$ cat src/rtl/c_fetch_ctrl_if.sv
// Instruction-cache request/response bus between the fetch controller and the icache.
interface c_fetch_ctrl_if;
  logic        icache_req_o;
  logic [31:0] icache_addr_o;
  logic        icache_valid_i;
  logic [31:0] icache_instr_i;

  modport master (
    output icache_req_o, icache_addr_o,
    input  icache_valid_i, icache_instr_i
  );

  modport slave (
    input  icache_req_o, icache_addr_o,
    output icache_valid_i, icache_instr_i
  );
endinterface

$ cat src/rtl/c_fetch_ctrl.sv
// Fetch controller for a core with a compressed-instruction expander between icache and decode.
// Tracks the 16-bit-granular PC separately from the word-aligned icache fetch address.
module c_fetch_ctrl #(
  parameter logic [31:0] RESET_PC = 32'h8000_0000
) (
  input  logic                 clk,
  input  logic                 reset,
  input  logic                 br_taken_i,
  input  logic [31:0]          br_pc_i,
  input  logic                 stall_i,
  c_fetch_ctrl_if.master       icache,
  output logic [31:0]          pc_ff_o,
  output logic [31:0]          instr_un_o,
  output logic                 icache_valid_o,
  input  logic                 cext_stall_i,
  input  logic [31:0]          cext_instr_i,
  input  logic                 cext_is_comp_i,
  input  logic                 cext_illegal_i,
  output logic                 if_valid_o,
  output logic [31:0]          if_instr_o,
  output logic [31:0]          if_pc_o,
  output logic                 if_illegal_o
);

  typedef enum logic [1:0] {S_IDLE, S_REQ, S_HOLD, S_DROP} state_t;

  localparam logic [31:0] RESET_PC_H = RESET_PC & ~32'd1;
  localparam logic [31:0] RESET_FA   = RESET_PC & ~32'd3;

  state_t      r_state;
  logic [31:0] r_pc_ff;
  logic [31:0] r_fetch_addr;
  logic [31:0] r_hold_instr;
  logic        r_hold_illegal;
  logic        r_hold_comp;

  logic        w_resp;
  logic        w_redirect;
  logic        w_capture;
  logic        w_comp;
  logic [31:0] w_next_pc;

  assign w_resp     = !reset && (r_state == S_REQ) && icache.icache_valid_i;
  assign w_redirect = !reset && (r_state != S_IDLE) && br_taken_i;
  assign w_capture  = w_resp && !w_redirect && !cext_stall_i && stall_i;
  // A held instruction must advance by its own size, not by whatever the expander shows now.
  assign w_comp     = (r_state == S_HOLD) ? r_hold_comp : cext_is_comp_i;
  assign w_next_pc  = r_pc_ff + (w_comp ? 32'd2 : 32'd4);

  // NOTE: sequential state uses non-blocking assignments so every register samples pre-edge values.
  always_ff @(posedge clk) begin
    if (reset) begin
      r_state      <= S_IDLE;
      r_pc_ff      <= RESET_PC_H;
      r_fetch_addr <= RESET_FA;
    end else begin
      case (r_state)
        S_IDLE: r_state <= S_REQ;
        S_REQ: begin
          if (br_taken_i) begin
            r_pc_ff      <= br_pc_i & ~32'd1;
            r_fetch_addr <= br_pc_i & ~32'd3;
            r_state      <= icache.icache_valid_i ? S_REQ : S_DROP;
          end else if (icache.icache_valid_i) begin
            if (cext_stall_i) begin
              r_fetch_addr <= r_fetch_addr + 32'd4;
            end else if (!stall_i) begin
              r_pc_ff      <= w_next_pc;
              r_fetch_addr <= w_next_pc & ~32'd3;
            end else begin
              r_state <= S_HOLD;
            end
          end
        end
        S_HOLD: begin
          if (br_taken_i) begin
            r_pc_ff      <= br_pc_i & ~32'd1;
            r_fetch_addr <= br_pc_i & ~32'd3;
            r_state      <= S_REQ;
          end else if (!stall_i) begin
            r_pc_ff      <= w_next_pc;
            r_fetch_addr <= w_next_pc & ~32'd3;
            r_state      <= S_REQ;
          end
        end
        S_DROP: begin
          if (br_taken_i) begin
            r_pc_ff      <= br_pc_i & ~32'd1;
            r_fetch_addr <= br_pc_i & ~32'd3;
          end else if (icache.icache_valid_i) begin
            r_state <= S_REQ;
          end
        end
        default: r_state <= S_IDLE;
      endcase
    end
  end

  // NOTE: holding registers carry no reset; they are only observed in HOLD, which is always entered through a capture.
  always_ff @(posedge clk) begin
    if (w_capture) begin
      r_hold_instr   <= cext_instr_i;
      r_hold_illegal <= cext_illegal_i;
      r_hold_comp    <= cext_is_comp_i;
    end
  end

  // NOTE: every output gets a default first so no path through this block infers a latch.
  always_comb begin
    icache.icache_req_o  = 1'b0;
    icache.icache_addr_o = r_fetch_addr;
    pc_ff_o              = reset ? RESET_PC_H : r_pc_ff;
    icache_valid_o       = 1'b0;
    instr_un_o           = '0;
    if_valid_o           = 1'b0;
    if_instr_o           = '0;
    if_pc_o              = '0;
    if_illegal_o         = 1'b0;
    if (!reset) begin
      icache.icache_req_o = (r_state == S_REQ);
      icache_valid_o      = w_resp;
      instr_un_o          = w_resp ? icache.icache_instr_i : 32'd0;
      if (!w_redirect) begin
        if (r_state == S_HOLD) begin
          if_valid_o   = 1'b1;
          if_instr_o   = r_hold_instr;
          if_pc_o      = r_pc_ff;
          if_illegal_o = r_hold_illegal;
        end else if (w_resp && !cext_stall_i && !stall_i) begin
          if_valid_o   = 1'b1;
          if_instr_o   = cext_instr_i;
          if_pc_o      = r_pc_ff;
          if_illegal_o = cext_illegal_i;
        end
      end
    end
  end

endmodule
$ cat src/flat_wrapper.sv
// flat-port wrapper written by rule: the top's interface ports become plain ports
module c_fetch_ctrl_flat 
#(
  parameter logic [31:0] RESET_PC = 32'h8000_0000
)
  (clk, reset, br_taken_i, br_pc_i, stall_i, pc_ff_o, instr_un_o, icache_valid_o, cext_stall_i, cext_instr_i, cext_is_comp_i, cext_illegal_i, if_valid_o, if_instr_o, if_pc_o, if_illegal_o, icache_icache_req_o, icache_icache_addr_o, icache_icache_valid_i, icache_icache_instr_i);
  c_fetch_ctrl_if icache_i ();
  input  logic clk;
  input  logic reset;
  input  logic br_taken_i;
  input  logic [31:0] br_pc_i;
  input  logic stall_i;
  output logic [31:0] pc_ff_o;
  output logic [31:0] instr_un_o;
  output logic icache_valid_o;
  input  logic cext_stall_i;
  input  logic [31:0] cext_instr_i;
  input  logic cext_is_comp_i;
  input  logic cext_illegal_i;
  output logic if_valid_o;
  output logic [31:0] if_instr_o;
  output logic [31:0] if_pc_o;
  output logic if_illegal_o;
  output wire logic [$bits(icache_i.icache_req_o)-1:0] icache_icache_req_o;
  output wire logic [$bits(icache_i.icache_addr_o)-1:0] icache_icache_addr_o;
  input wire logic [$bits(icache_i.icache_valid_i)-1:0] icache_icache_valid_i;
  input wire logic [$bits(icache_i.icache_instr_i)-1:0] icache_icache_instr_i;
  assign icache_icache_req_o = icache_i.icache_req_o;
  assign icache_icache_addr_o = icache_i.icache_addr_o;
  assign icache_i.icache_valid_i = icache_icache_valid_i;
  assign icache_i.icache_instr_i = icache_icache_instr_i;
  c_fetch_ctrl #(.RESET_PC(RESET_PC)) u_core (.clk(clk), .reset(reset), .br_taken_i(br_taken_i), .br_pc_i(br_pc_i), .stall_i(stall_i), .icache(icache_i), .pc_ff_o(pc_ff_o), .instr_un_o(instr_un_o), .icache_valid_o(icache_valid_o), .cext_stall_i(cext_stall_i), .cext_instr_i(cext_instr_i), .cext_is_comp_i(cext_is_comp_i), .cext_illegal_i(cext_illegal_i), .if_valid_o(if_valid_o), .if_instr_o(if_instr_o), .if_pc_o(if_pc_o), .if_illegal_o(if_illegal_o));
endmodule
$ cat config.mk
export PLATFORM = sky130hd
export DESIGN_NAME = c_fetch_ctrl_flat
export DESIGN_NICKNAME = d
export VERILOG_FILES = /design/src/rtl/c_fetch_ctrl_if.sv /design/src/rtl/c_fetch_ctrl.sv /design/src/flat_wrapper.sv
export SDC_FILE = /design/constraint.sdc
export NUM_CORES = 1
export LEC_CHECK = 0
export CAP_MARGIN = 5
export CORE_MARGIN = 2
export CORE_UTILIZATION = 49
export CTS_CLUSTER_DIAMETER = 200
export DETAILED_ROUTE_END_ITERATION = 7
export GPL_TIMING_DRIVEN = 0
export MAX_ROUTING_LAYER = met4
export PLACE_DENSITY = 0.93
export SETUP_SLACK_MARGIN = 0.3
export SLEW_MARGIN = 20
export SYNTH_ARGS = -nofsm -noshare
export SYNTH_HDL_FRONTEND = slang
export SYNTH_SLANG_ARGS = --single-unit
$ cat constraint.sdc
create_clock -name clk -period 16.9 [get_ports clk]
set_clock_uncertainty 0.05 [all_clocks]
set_input_delay 5.07 -clock clk [delete_from_list [all_inputs] [get_ports clk]]
set_output_delay 5.07 -clock clk [all_outputs]
set_load 0.005 [all_outputs]
* Word level (Yosys, flattened, before mapping)
Index checks and enable logic that the tools add are counted.
Word-level totals: register bits 100, output and inout bits 164, word-level logic and storage cells 84
Operators by class: equality and inequality tests 10, reductions and logical operators 19, add/subtract/negate cells 2, mux-type cells 47
Operators with widths (number):
- $mux 32 | 23
- $pmux 32 s3 | 2
- $add 32x3->32 const B | 1
- $add 32x32->32 | 1
- $mux 2 | 9
- $ne 3x3->1 const B | 4
- $mux 1 | 11
- $logic_and 1x1->1 | 9
- $pmux 2 s4 | 1
- $ne 2x2->1 const B | 3
- $reduce_and 6->1 | 1
- $eq 2x2->1 const B | 2
- $logic_not 1->1 | 4
- $reduce_and 4->1 | 1
- $mux 3 | 1
- $reduce_and 3->1 | 1
- $reduce_bool 3->1 | 1
- $eq 2x1->1 const B | 1
- $logic_not 2->1 | 1
- $reduce_bool 2->1 | 1

* Depth between registers and ports, before layout
Gate-level depths: netlist (run 1).
depth after elaboration 9, mapped depth 15

* Least setup slack after synthesis (run 1)
OpenSTA, ideal clock, no wires.
kind input -> output, start point in icache_icache_valid_i, end point out if_instr_o[25], required time 11780 ps, stages 9, data arrival time 6481 ps, setup slack 5299 ps, cells stage by stage buf_2 > nand2b_1 > a21boi_0 > o22a_1 > a21oi_1 > o21ai_1 > clkbuf_1 > clkbuf_1 > a21oi_1
Between the ends: cells in the longest elaborated chain, start to end 7
RTL lines:
- start: declaration | RTL line flat_wrapper.sv:26 | input wire logic [$bits(icache_i.icache_valid_i)-1:0] icache_icache_valid_i;
- $logic_and 1x1->1 | RTL line c_fetch_ctrl.sv:43 | assign w_resp = !reset && (r_state == S_REQ) && icache.icache_valid_i;
- $logic_and 1x1->1 (2 in series) | RTL line c_fetch_ctrl.sv:129 | end else if (w_resp && !cext_stall_i && !stall_i) begin
- $mux 32 | RTL line c_fetch_ctrl.sv:129
- $mux 32 | RTL line c_fetch_ctrl.sv:124 | if (r_state == S_HOLD) begin
- $mux 32 | RTL line c_fetch_ctrl.sv:123 | if (!w_redirect) begin
- $mux 32 | RTL line c_fetch_ctrl.sv:119 | if (!reset) begin
- end: declaration | RTL line flat_wrapper.sv:21 | output logic [31:0] if_instr_o;
Every way passes these cells.

* Worst setup path after layout (run 1)
start point in cext_stall_i, end point out if_instr_o[25]
Between the ends: cells in the longest elaborated chain, start to end 7
RTL lines:
- start: declaration | RTL line flat_wrapper.sv:16 | input logic cext_stall_i;
- $logic_not 1->1 | RTL line c_fetch_ctrl.sv:129
- $logic_and 1x1->1 (2 in series) | RTL line c_fetch_ctrl.sv:129
- $mux 32 | RTL line c_fetch_ctrl.sv:129
- $mux 32 | RTL line c_fetch_ctrl.sv:124
- $mux 32 | RTL line c_fetch_ctrl.sv:123
- $mux 32 | RTL line c_fetch_ctrl.sv:119
Every way passes these cells.

==> metrics list, run 1 <==
* Slowest library cell on the worst path: clkbuf_1
- Unrepaired setup endpoints after global routing: no
- The worst pin sits at a relative slew slack of 37.5%.
- Worst hold-check path type: reg2reg
* Maximum cell stage delay along the critical path: approximately 0.64 ns
- Pins over their slew limit: 0
- The critical path starts at cext_stall_i.
- STA classifies the critical path endpoint as an output pin.
- In this run the worst path has a maximum fanout of 10.
* Library cells used by synthesis: 69
- DR DRC count: 0
- Worst reg2reg setup slack: 12.76 ns
* Max Freq: 75.1 MHz
- Cells fill 71.8% of the core in the end.
* Measured slew at the worst slew-check pin: 0.937 ns
- In this run the power density over the cells is 64.9 mW/mm^2.
- Dividing the detail-routed via count by the number of cells gives 6.27.
- The internal portion of the total power is 445 uW.
- Die footprint: 0.0156 mm^2
* # hold bufs at CTS: 0
* Max VDD drop: 0.0484 mV
- The number of setup buffers added after CTS is 0.
- Kind of critical path: in2out
* Clk Tree Root Cell: clkbuf_16
- The first global-routing pass estimated 47,500 um of wire.
- Count of routing violations after the opening detailed-route iteration: approximately 1,400
* Number of flops mapped to enable cells by yosys: 34
- The worst register-to-register path begins at u_core.r_state[1].
- Maximum clock path buffer count: 2
- Summed negative setup slack over all endpoints: 0 ns
- Grouping stages by cell kind, the critical path spends the most delay in buffers and inverters.
* Area of the mapped netlist: a little over 0.007 mm^2
* Async set-reset flop share out of synthesis: 0%
- The count of nets left with antenna violations once routing finished came out at 0.
- The worst setup path is launched from an input pin.
- In the final layout, the multi-input gates occupy around 0.0044 mm^2.
- Worst hold path depth: 1
- Row cnt: 44
* Cell types with the largest area share after synthesis: dfxtp_1, edfxtp_1, nand2_1
* Register-to-Register Path Depth: 15
* Number of warnings issued by yosys: 0
- Mean routed wirelength per cell: 21.9 um
- CTS tree: done
- Post-DP HPWL: between 20,000 and 25,000 um
* Global placer's final weighted congestion: between 1 and 1.5
* Clock-pin slew reported for the worst setup and hold paths after clock tree synthesis: 0.07 ns
* Initial antenna violation count: 0
* Number of clock buffers inserted by TritonCTS: 9
- From synthesis to final layout, the design area changed by 44.6%.
* Height of the chip: 125 um
* Leakage Power: 0.00378 uW
* Seq/Total Area, Yosys: about a third
- Number of cells upsized or downsized after cts: 0
- Endpoint of the worst hold-timing path: u_core.icache.icache_addr_o[0]
- Number of global-route vias before repair: 8,051
- Share of the synthesized area in the top cell type: a little under a fifth
- Switching component of the power: approximately 230 uW
- Synthesized area per cell: 7.46 um^2
* Count of final setup violators: 0
* Leading area contributor after synthesis: dfxtp_1
- Launch point of the worst hold path: u_core.icache.icache_addr_o[0]
- Registers take 0.00232 mm^2.
- Part of the total power dissipated in the clock network: 31.4%
- In this run the tool buffered the top-level ports with 262 buffer cells.
- For this design the top-level I/O count stands at 268.
- In this run the number of H-tree levels came out at 3.
- Number of nets in the layout: ~1,300
- Share of the clock period used by the worst path after layout: 78.8%
- At the later pin of the worst-skew pair, clock insertion delay measures 0.37 ns.
- Instance count of the mapped netlist: 957
- Layout cells sized above 1: under 10%
- GRT Total Usage: 39.9%
- Portion of total power attributed to combinational logic: 27.3%
* Data arrival at the endpoint of the critical path: 8.20 ns
* Top flip-flop cell by instance count after synthesis: dfxtp_1
- Total detailed-routing wirelength: 31,200 um
- The routed layout has a little under 9,000 vias.
- Diode count: 0
- The die is 125 um wide.
- Router iterations before antenna repair: 7
- Area inside the core boundary: 0.0144 mm^2
- Initial Util: ~50%
* CP cell instances: clkdlybuf4s50_1 -> nand2b_1 -> a21boi_0 -> o22a_1 -> a21oi_1 -> o21ai_1 -> clkbuf_1 -> clkbuf_1 -> a21oi_1 -> clkdlybuf4s50_1
- Largest net degree at the start of global routing: 20
* #FFs+latches synth: 99
- Number of max-cap violations: 0
- The number of buffers and inverters on the critical path is 4.
* Final hold viol count: 0
- Data on the critical path is required at its endpoint by 11.78 ns.
- The run finished with clean final reports.
- Subtracting the final worst setup slack from the clock period gives 13.32 ns.
- Number of fill cells in the layout: 1,188
- Clock sink total: 99
- Register share of total power: 41.3%
- The worst register-to-register path ends at u_core.icache.icache_addr_o[23].
- Fraction of power spent switching nets: between 30% and 40%
* Congestion Overflow GR: 0
==> synthesized netlist by cell type (3+ instances only) <==
cell type  instances
buf_1              8
a22o_1             3
a21o_1            13
or3_1              4
nand4_1           21
nor4_1             9
a221oi_1           6
a21oi_1           76
nand4_2            3
a22oi_1           20
mux2i_1            3
o31ai_1           17
nand3_1           25
dfxtp_1           65
a211oi_1          17
o22ai_1            7
ha_1               3
o221ai_1           3
a31oi_1           11
and2_1            34
o21ai_0           49
xnor2_1           30
clkbuf_1          58
nand2_1          153
nand2b_1          10
xor2_1            11
a2bb2oi_1          3
inv_1             16
o211ai_1           8
and4_1             5
nor3_1            24
and3_1            41
edfxtp_1          34
nor2_1            70
buf_2             15
buf_4              6
a311oi_1           4
nor2b_1           30
==> per-layer routing <==
layer	global-route usage, %	wire, um	share of wire [%]	vias to the layer above
li1	-	-	-	3996
met1	55.1	12400	40	4103
met2	56.4	13200	42	694
met3	8.85	4110	13	128
met4	16.4	1450	4.6	0
met5	-	0	0	-
==> flip-flops by register name (all words and copies together) (netlist names) <==
signal	cells
u_core.icache.icache_addr_o	32
u_core.r_hold_illegal	1
u_core.r_hold_comp	1
u_core.r_pc_ff	31
u_core.r_state	2
u_core.r_hold_instr	32
==> worst max path at each step <==
stage | to | slack [ns] | cells after the start
after global routing | if_instr_o[29] | 3.39 | 10
after floorplan | if_instr_o[25] | 5.30 | 9
after detailed placement | if_instr_o[25] | 3.64 | 10
after global placement | if_instr_o[28] | 3.77 | 10
final | if_instr_o[25] | 3.58 | 10
after CTS | if_pc_o[29] | 3.63 | 10
==> placed cells by master, fill, tap and decap left out, drive strengths merged, types with 13 or more instances in the layout <==
| master | instances |
|---|---|
| buf | 32 |
| and2 | 35 |
| nor3 | 25 |
| edfxtp | 34 |
| and3 | 41 |
| inv | 20 |
| a21o | 13 |
| dfxtp | 65 |
| nor2b | 30 |
| a22oi | 20 |
| a211oi | 17 |
| clkdlybuf4s50 | 262 |
| xnor2 | 30 |
| nor2 | 70 |
| nand3 | 25 |
| o21ai | 50 |
| nand4 | 25 |
| clkbuf | 69 |
| nand2 | 153 |
| o31ai | 17 |
| a21oi | 76 |
==> cells by family after synthesis <==
group	after synthesis	synth area share [%]
DFF	99	32.5
buffers and inverters	105	6.13
other	1	0.0525
xor gates and xnor gates	41	5.03
and+or+nand+nor	442	31.2
AOI/OAI and AO/OA	259	23.3
muxes	6	0.929
adders and majority gates	4	0.806
==> power groups by stage <==
stage          clock, uW  sequential [uW]  combinational (uW)
5_1_grt              221              279                 193
4_1_cts              210              276                 177
3_5_place_dp           0              281                 175
3_3_place_gp           0              281                 173
2_1_floorplan          0              277                86.4
6_report             210              277                 183
==> area by class of cell <==
| type | instances | area share [%] |
|---|---|---|
| clock inverters | 7 | 0.667 |
| plain buffers | 89 | 3.66 |
| repair buffers | 265 | 25.7 |
| clock buffers | 9 | 2.18 |
| inverters | 16 | 0.582 |
| flip-flops and latches | 99 | 22.5 |
| multi-input cells | 754 | 42.5 |
| well taps | 184 | 2.23 |
==> through the flow <==
step                      power [uW]  setup WS [ns]  hold slack [ns]  std cells  area, um^2
after floorplan                  363           5.30            0.427        958        7140
after global placement           454           3.77            0.417       1404       10000
after detailed placement         456           3.64            0.424       1407       10000
after CTS                        662           3.63            0.443       1423       10300
after global routing             692           3.39            0.461       1423       10300
final                            670           3.58            0.444       1423       10300
No activity file was read; power rests on OpenSTA's default activity.
==> run 2: changes to the inputs <==
--- a/config.mk
+++ b/config.mk
@@ -7,12 +7,12 @@
 export LEC_CHECK = 0
 export CAP_MARGIN = 5
 export CORE_MARGIN = 2
-export CORE_UTILIZATION = 49
+export CORE_UTILIZATION = 45
 export CTS_CLUSTER_DIAMETER = 200
 export DETAILED_ROUTE_END_ITERATION = 7
 export GPL_TIMING_DRIVEN = 0
 export MAX_ROUTING_LAYER = met4
-export PLACE_DENSITY = 0.93
+export PLACE_DENSITY = 0.86
 export SETUP_SLACK_MARGIN = 0.3
 export SLEW_MARGIN = 20
 export SYNTH_ARGS = -nofsm -noshare
==> constraint.sdc (replaced) <==
create_clock -name clk -period 13.3 [get_ports clk]
set_clock_uncertainty 0.05 [all_clocks]
set_input_delay 3.99 -clock clk [delete_from_list [all_inputs] [get_ports clk]]
set_output_delay 3.99 -clock clk [all_outputs]
set_load 0.005 [all_outputs]
==> run 2 against run 1 <==
Core utilization shrank 5.9 points. Count of clock-buffer cells in the layout did not move. Global-route usage shrank 4.6 points. Non-clock buffer count stayed put. Design area up 0.42%. Worst setup slack lost 1.5 ns. Wire length shrank 2.0%. Die area rose by 8.6%. Flip-flop and latch count stayed put. Critical path type unchanged. Critical endpoint is now if_instr_o[28]. Largest power group unchanged. Highest routed layer unchanged.
==> metrics list, run 2 (same netlist as run 1, synthesis figures left out) <==
- Run status: finished clean
* Number of fill cells in the layout: 1,418 (+19%)
- The clock period could shrink to ~11 ns.
- The y dimension of the die was 130 um (+4.2%).
- Mean routed wirelength per cell: 21.0 um (-4.1%)
- The floorplan die width is 130 um (+4.2%).
- Drt via density: 6.02 (-4.0%)
- Global placer's final weighted congestion: 1.03 (+0.23%)
- Leading cell types in the layout, fill and taps excluded: clkdlybuf4s50_1, nand2_1, a21oi_1, nor2_1, dfxtp_1
* Most common cell after layout, fill and taps aside: clkdlybuf4s50_1
* CTS tree: done
- Share of the clock period used by the worst path after layout: ~84%
- Based on the critical path, the design can be clocked at up to 89.4 MHz.
- Count of final setup violators: 0 (unchanged)
* Critical path startpoint category: input pin
* Critical path capture point type: output pin
* Wire length of the first global-routing pass: 44,300 um (-6.7%)
- Initial Util: 45.4% (-4.3 points)
- The number of placement rows came to 46 (+4.5%).
- The final net count came to 1,342 (unchanged).
- Data arrival at the endpoint of the critical path: 7.15 ns (-1.05 ns)
- Internal Dissipation: 564 uW (+27%)
* Clk Tree Root Cell: clkbuf_16
- Pins over their slew limit: 0 (unchanged)
* I/O pins: 268 (unchanged)
* Congestion Overflow GR: 0 (unchanged)
- Part of the total power dissipated in the clock network: 31.5% (about the same)
- The count of input and output buffers came to 262 (unchanged).
* Leakage Power: 0.00378 uW (about the same)
- Maximum cell stage delay along the critical path: 0.65 ns (about the same)
* Diode count: 0 (unchanged)
- The critical path goes through clkdlybuf4s50_1 -> nand2b_1 -> a21boi_0 -> o22a_1 -> a21oi_1 -> o21ai_1 -> clkbuf_1 -> clkbuf_1 -> a21oi_1 -> clkdlybuf4s50_1.
- The number of nets still failing antenna checks after routing came to 0 (unchanged).
- The share of post-route cells with drive strength above 1 came to 4.68% (-0.081 points).
* H-tree depth reported by CTS: 3 (unchanged)
* Unrepaired setup endpoints after global routing: no
- The post-layout worst setup margin came to 2.11 ns (-1.47 ns).
* Total Power Consumption: 847 uW (+26%)
- The number of antenna violations at the first check in global routing is 0 (unchanged).
- Slowest library cell on the worst path: clkbuf_1
- Compared with the post-synthesis result, the final layout area differs by 45.2%.
* Router iterations before antenna repair: 7 (unchanged)
- The maximum fanout count along the critical path was 10 (unchanged).
* Relative slew margins: 24.6% (-13 points)
* GRT Total Usage: 35.4% (-4.6 points)
- Number of max-cap violations: 0 (unchanged)
- The worst slack after detailed placement was 2.16 ns (-1.48 ns).
- The total die area came to 0.0169 mm^2 (+8.6%).
* Measured slew at the worst slew-check pin: 1.13 ns (+0.194 ns)
* Clock latency of the later-clocked register in the worst-skew pair: 0.36 ns (about the same)
- The number of gates given a new drive strength after cts was 0 (unchanged).
- Largest net degree at the start of global routing: 20 (unchanged)
- The cts-stage hold buffer count came to 0 (unchanged).
* Post-DP HPWL: 22,900 um (-3.0%)
- Total detailed-routing wirelength: 30,600 um (-2.0%)
- The number of violations reported at the end of detailed-routing iteration 0 came to 907 (-34%).
* Switching component of the power: 283 uW (+25%)
* PwrDens: 81.7 mW/mm^2 (+26%)
- Final hold viol count: 0 (unchanged)
- Number of clock buffers inserted by TritonCTS: 9 (unchanged)
- The worst hold path belongs to the class reg2reg.
* DR DRC count: 0 (unchanged)
- Portion of total power attributed to combinational logic: 26.9% (-0.4 points)
* Total via count in the routed design: 8,754 (-1.9%)
- The critical path is of the in2out type.
- Maximum clock path buffer count: 2 (unchanged)
- Worst hold path depth: 1 (unchanged)
- Fraction of power spent switching nets: 33.4% (-0.31 points)
- Clock-pin slew reported for the worst setup and hold paths after clock tree synthesis: 0.08 ns (about the same)
- The number of sinks on the clock net came to 99 (unchanged).
- The area of the core was 0.0157 mm^2 (+9.4%).
- Number of post-CTS setup repair buffers: 0 (unchanged)
- Number of global-route vias before repair: 8,043 (-0.099%)
* Register-to-Register Path Depth: 15 (unchanged)
* Max VDD drop: 0.0636 mV (+31%)
- The part of the power in registers was 41.6% (+0.3 points).
- The required time of the critical path came to 9.26 ns (-2.52 ns).
* Summed negative setup slack over all endpoints: 0 ns (unchanged)
==> run 2: through the flow <==
stage / cell area (um^2) / instances / util (%) / hold slack, ns
finish: 10400 / 1455 / 66.0 / 0.458
CTS: 10400 / 1455 / 66.0 / 0.451
detailed placement: 10100 / 1439 / 64.1 / 0.431
global route: 10400 / 1455 / 66.0 / 0.471
floorplan: 7140 / 958 / - / 0.427
global placement: 10000 / 1436 / 63.9 / 0.420
==> run 2: power by group through the flow <==
stage	registers [uW]	logic [uW]	clock network, uW
after floorplan	352	110	0
after detailed placement	358	220	0
final	353	228	267
after CTS	351	222	268
after global placement	358	218	0
after global routing	354	242	278
==> run 2: layout make-up <==
class | instances | area (um^2) | area share [%]
Buffer | 89 | 378 | 3.65
Clock buffer | 9 | 225 | 2.17
Clock inverter | 7 | 72.6 | 0.700
Inverter | 16 | 60.1 | 0.579
Multi-Input combinational cell | 754 | 4390 | 42.3
Sequential cell | 99 | 2320 | 22.4
Tap cell | 216 | 270 | 2.61
Timing Repair Buffer | 265 | 2650 | 25.6
==> run 2: layer usage <==
metal	global-route usage, %	vias up	share of wire [%]
met4	16.3	0	4.2
met5	-	-	0
li1	-	3979	-
met2	55.5	681	44
met1	43.7	3988	39
met3	7.46	106	13
==> run 2: path summary, 6_finish.rpt <==
| path | startpoint | endpoint | slack (ns) |
|---|---|---|---|
| worst min-delay path | u_core.icache.icache_addr_o[0] | u_core.icache.icache_addr_o[0] | 0.46 |
| worst max register to register | u_core.r_state[1] | u_core.icache.icache_addr_o[29] | 9.16 |
| worst max-delay path | cext_stall_i | if_instr_o[28] | 2.11 |
| worst min register to register | u_core.icache.icache_addr_o[0] | u_core.icache.icache_addr_o[0] | 0.46 |
==> run 2: critical path: cells and delay by family <==
kind / cells / cell delay (ns)
compound gates: 5 / 0.82
buf+inv: 4 / 2.10
simple gates: 1 / 0.23
==> run 3: changes to the inputs <==
--- a/config.mk
+++ b/config.mk
@@ -7,12 +7,12 @@
 export LEC_CHECK = 0
 export CAP_MARGIN = 5
 export CORE_MARGIN = 2
-export CORE_UTILIZATION = 45
+export CORE_UTILIZATION = 41
 export CTS_CLUSTER_DIAMETER = 200
 export DETAILED_ROUTE_END_ITERATION = 7
 export GPL_TIMING_DRIVEN = 0
 export MAX_ROUTING_LAYER = met4
-export PLACE_DENSITY = 0.86
+export PLACE_DENSITY = 0.83
 export SETUP_SLACK_MARGIN = 0.3
 export SLEW_MARGIN = 20
 export SYNTH_ARGS = -nofsm -noshare
==> constraint.sdc (replaced) <==
create_clock -name clk -period 9.8 [get_ports clk]
set_clock_uncertainty 0.05 [all_clocks]
set_input_delay 2.94 -clock clk [delete_from_list [all_inputs] [get_ports clk]]
set_output_delay 2.94 -clock clk [all_outputs]
set_load 0.005 [all_outputs]
==> run 3 against run 2 <==
The run now ends with DRC left. Count of clock-buffer cells in the layout did not move. Final cell count is 0.62% higher. Register-to-register slack got worse by 3.6 ns. Design area increased by 0.33%. Worst hold slack lost 0.017 ns. Via count rose by 0.39%. Core utilization fell by 5.4 points. First-iteration DRC count is 1.1% higher. Critical path depth unchanged. Clock power is 47% higher. Sequential power increased by 36%. Die area rose by 9.4%.
==> metrics list, run 3 (same netlist as run 1, synthesis figures left out) <==
* Run status: complete, but fails checks
* Violations in the final reports: DRC
- The via count of the first global-routing pass came to 8,243 (+2.5%).
* Area inside the core boundary: 0.0172 mm^2 (+9.3%)
* Clock-pin slew reported for the worst setup and hold paths after clock tree synthesis: 0.08 ns (about the same)
* GRT Total Usage: 33.9% (-1.5 points)
- The floorplan die width was 136 um (+4.6%).
- Layout cells sized above 1: 4.76% (+0.081 points)
- The number of cells on the worst hold path was 1 (unchanged).
* Minimum setup slack in the final design: 0.686 ns (-1.42 ns)
- The total setup buffers inserted after CTS came to 0 (unchanged).
* Drt via density: 6.00 (-0.23%)
* Clock latency of the later-clocked register in the worst-skew pair: 0.37 ns (about the same)
- The total non-filler cell area in the finished layout came to 0.0104 mm^2 (+0.33%).
- The largest net degree at the start of global routing was 21 (+5.0%).
- The actual transition at the worst max-transition pin was 1.06 ns (-0.0679 ns).
- The cts-stage hold buffer count is 0 (unchanged).
- The number of violations reported at the end of detailed-routing iteration 0 came to 917 (+1.1%).
* Row cnt: 48 (+4.3%)
- Final hold viol count: 0 (unchanged)
- Initial antenna violation count: 0 (unchanged)
- The number of levels in the clock H-tree is 3 (unchanged).
- Post-DP HPWL: 23,700 um (+3.4%)
- Relative slew margins: 29.1% (+4.5 points)
- The initial core utilization was 41.6% (-3.9 points).
* Critical path startpoint category: input pin
- Diode count: 0 (unchanged)
- Register-to-Register Path Depth: 15 (unchanged)
- The instance area at placement came to 0.0101 mm^2 (+0.11%).
- The post-detailed-routing wire length came to 31,500 um (+2.8%).
- Worst hold-check path type: reg2reg
* Portion of total power attributed to combinational logic: 26.3% (-0.6 points)
- The tree is rooted in a clkbuf_16.
- Number of max-cap violations: 0 (unchanged)
- The static power due to leakage is 0.00379 uW (+0.43%).
- Congestion Overflow GR: 0 (unchanged)
- The total die area was 0.0185 mm^2 (+9.4%).
- Setup repair after global routing left no endpoint under its margin.
- TritonCTS built the clock tree.
* Max VDD drop: 0.0999 mV (+57%)
- Critical path capture point type: output pin
- The routed length per instance came to 21.5 um (+2.2%).
- Wire length of the first global-routing pass: 46,400 um (+4.8%)
- Pins over their slew limit: 0 (unchanged)
* Maximum clock path buffer count: 2 (unchanged)
- The part of the power in the clock network came to 33.2% (+1.7 points).
* Total Power Consumption: 1180 uW (+40%)
* Min Tclk post-route: 9.11 ns
* Hold Slack: 0.441 ns (-0.0171 ns)
* Max Freq: roughly 110 MHz
- The internal cell power is 793 uW (+41%).
- The part of the power in registers was 40.5% (-1.1 points).
* Synthesis-to-finish area growth: 45.6%
- Count of port buffers added during placement: 262 (unchanged)
- Remaining antenna violation count after routing: 0 (unchanged)
- Leading cell types in the layout, fill and taps excluded: clkdlybuf4s50_1, nand2_1, a21oi_1, nor2_1, dfxtp_1
- I/O pins: 268 (unchanged)
- The worst slack after detailed placement was 0.704 ns (-1.46 ns).
* DR DRC count: 4 (+4)
- Peak fanout along the critical path: 10 (unchanged)
* Kind of critical path: in2out
- Count of final setup violators: 0 (unchanged)
* Router iterations before antenna repair: 8 (+1)
- PwrDens: 114 mW/mm^2 (+39%)
- Share of the clock period used by the worst path after layout: 93.0%
- Global placer's final weighted congestion: 0.987 (-4.1%)
- The number of gates given a new drive strength after cts came to 0 (unchanged).
- Leaving out fill and tap cells, the most frequent cell in the layout is clkdlybuf4s50_1.
* Summed negative setup slack over all endpoints: 0 ns (unchanged)
* Height of the chip: 136 um (+4.6%)
- The number of sinks on the clock net was 99 (unchanged).
- Fraction of power spent switching nets: 32.9% (-0.47 points)
- The switching power was 389 uW (+38%).
* Number of clock buffers inserted by TritonCTS: 9 (unchanged)
- The routed via count is 8,788 (+0.39%).
- Number of nets in the layout: 1,342 (unchanged)
- The data arrival time of the critical path was 6.12 ns (-1.03 ns).
* Required time of the critical path: 6.81 ns (-2.45 ns)
[run 3: routing by layer]
layer	global-route usage (%)	wire, um
met1	41.7	12300
met4	12.2	1110
met5	-	0
met2	53.6	14100
met3	8.80	4000
[run 3: cell type report]
cell class                 instances  area [um^2]
multi-input combinational        754         4390
sequential                        99         2320
clock inverter                     7         95.1
fill                            1600         6780
tap                              225          282
clock buffer                       9          225
inverter                          16         60.1
buffer                            89          378
timing repair buffer             265         2650
[run 3: stage by stage]
step                      util [%]  std cells
final                         60.5       1464
after global routing          60.5       1464
after CTS                     60.5       1464
after detailed placement      58.7       1448
after global placement        58.5       1445
after floorplan                  -        958
[run 3: final timing paths]
check                                 start                         endpoint  slack [ns]
min          u_core.icache.icache_addr_o[1]   u_core.icache.icache_addr_o[1]        0.44
max reg2reg               u_core.r_state[1]  u_core.icache.icache_addr_o[31]        5.60
min reg2reg  u_core.icache.icache_addr_o[1]   u_core.icache.icache_addr_o[1]        0.44
max                            cext_stall_i                   if_instr_o[29]        0.69
[run 3: worst max-delay path: stages]
cell and delay (ns):
clkdlybuf4s50_1 0.55, nand2b_1 0.23, a21boi_0 0.25, o22a_1 0.27, a21oi_1 0.09, o21ai_1 0.11
clkbuf_1 0.42, clkbuf_1 0.65, a21oi_1 0.12, clkdlybuf4s50_1 0.50
[run 3: power by group through the flow]
stage	combinational, uW	sequential (uW)	clock, uW
floorplan	149	477	0
detailed placement	300	486	0
global route	330	481	406
CTS	303	477	392
finish	311	479	393
global placement	298	486	0
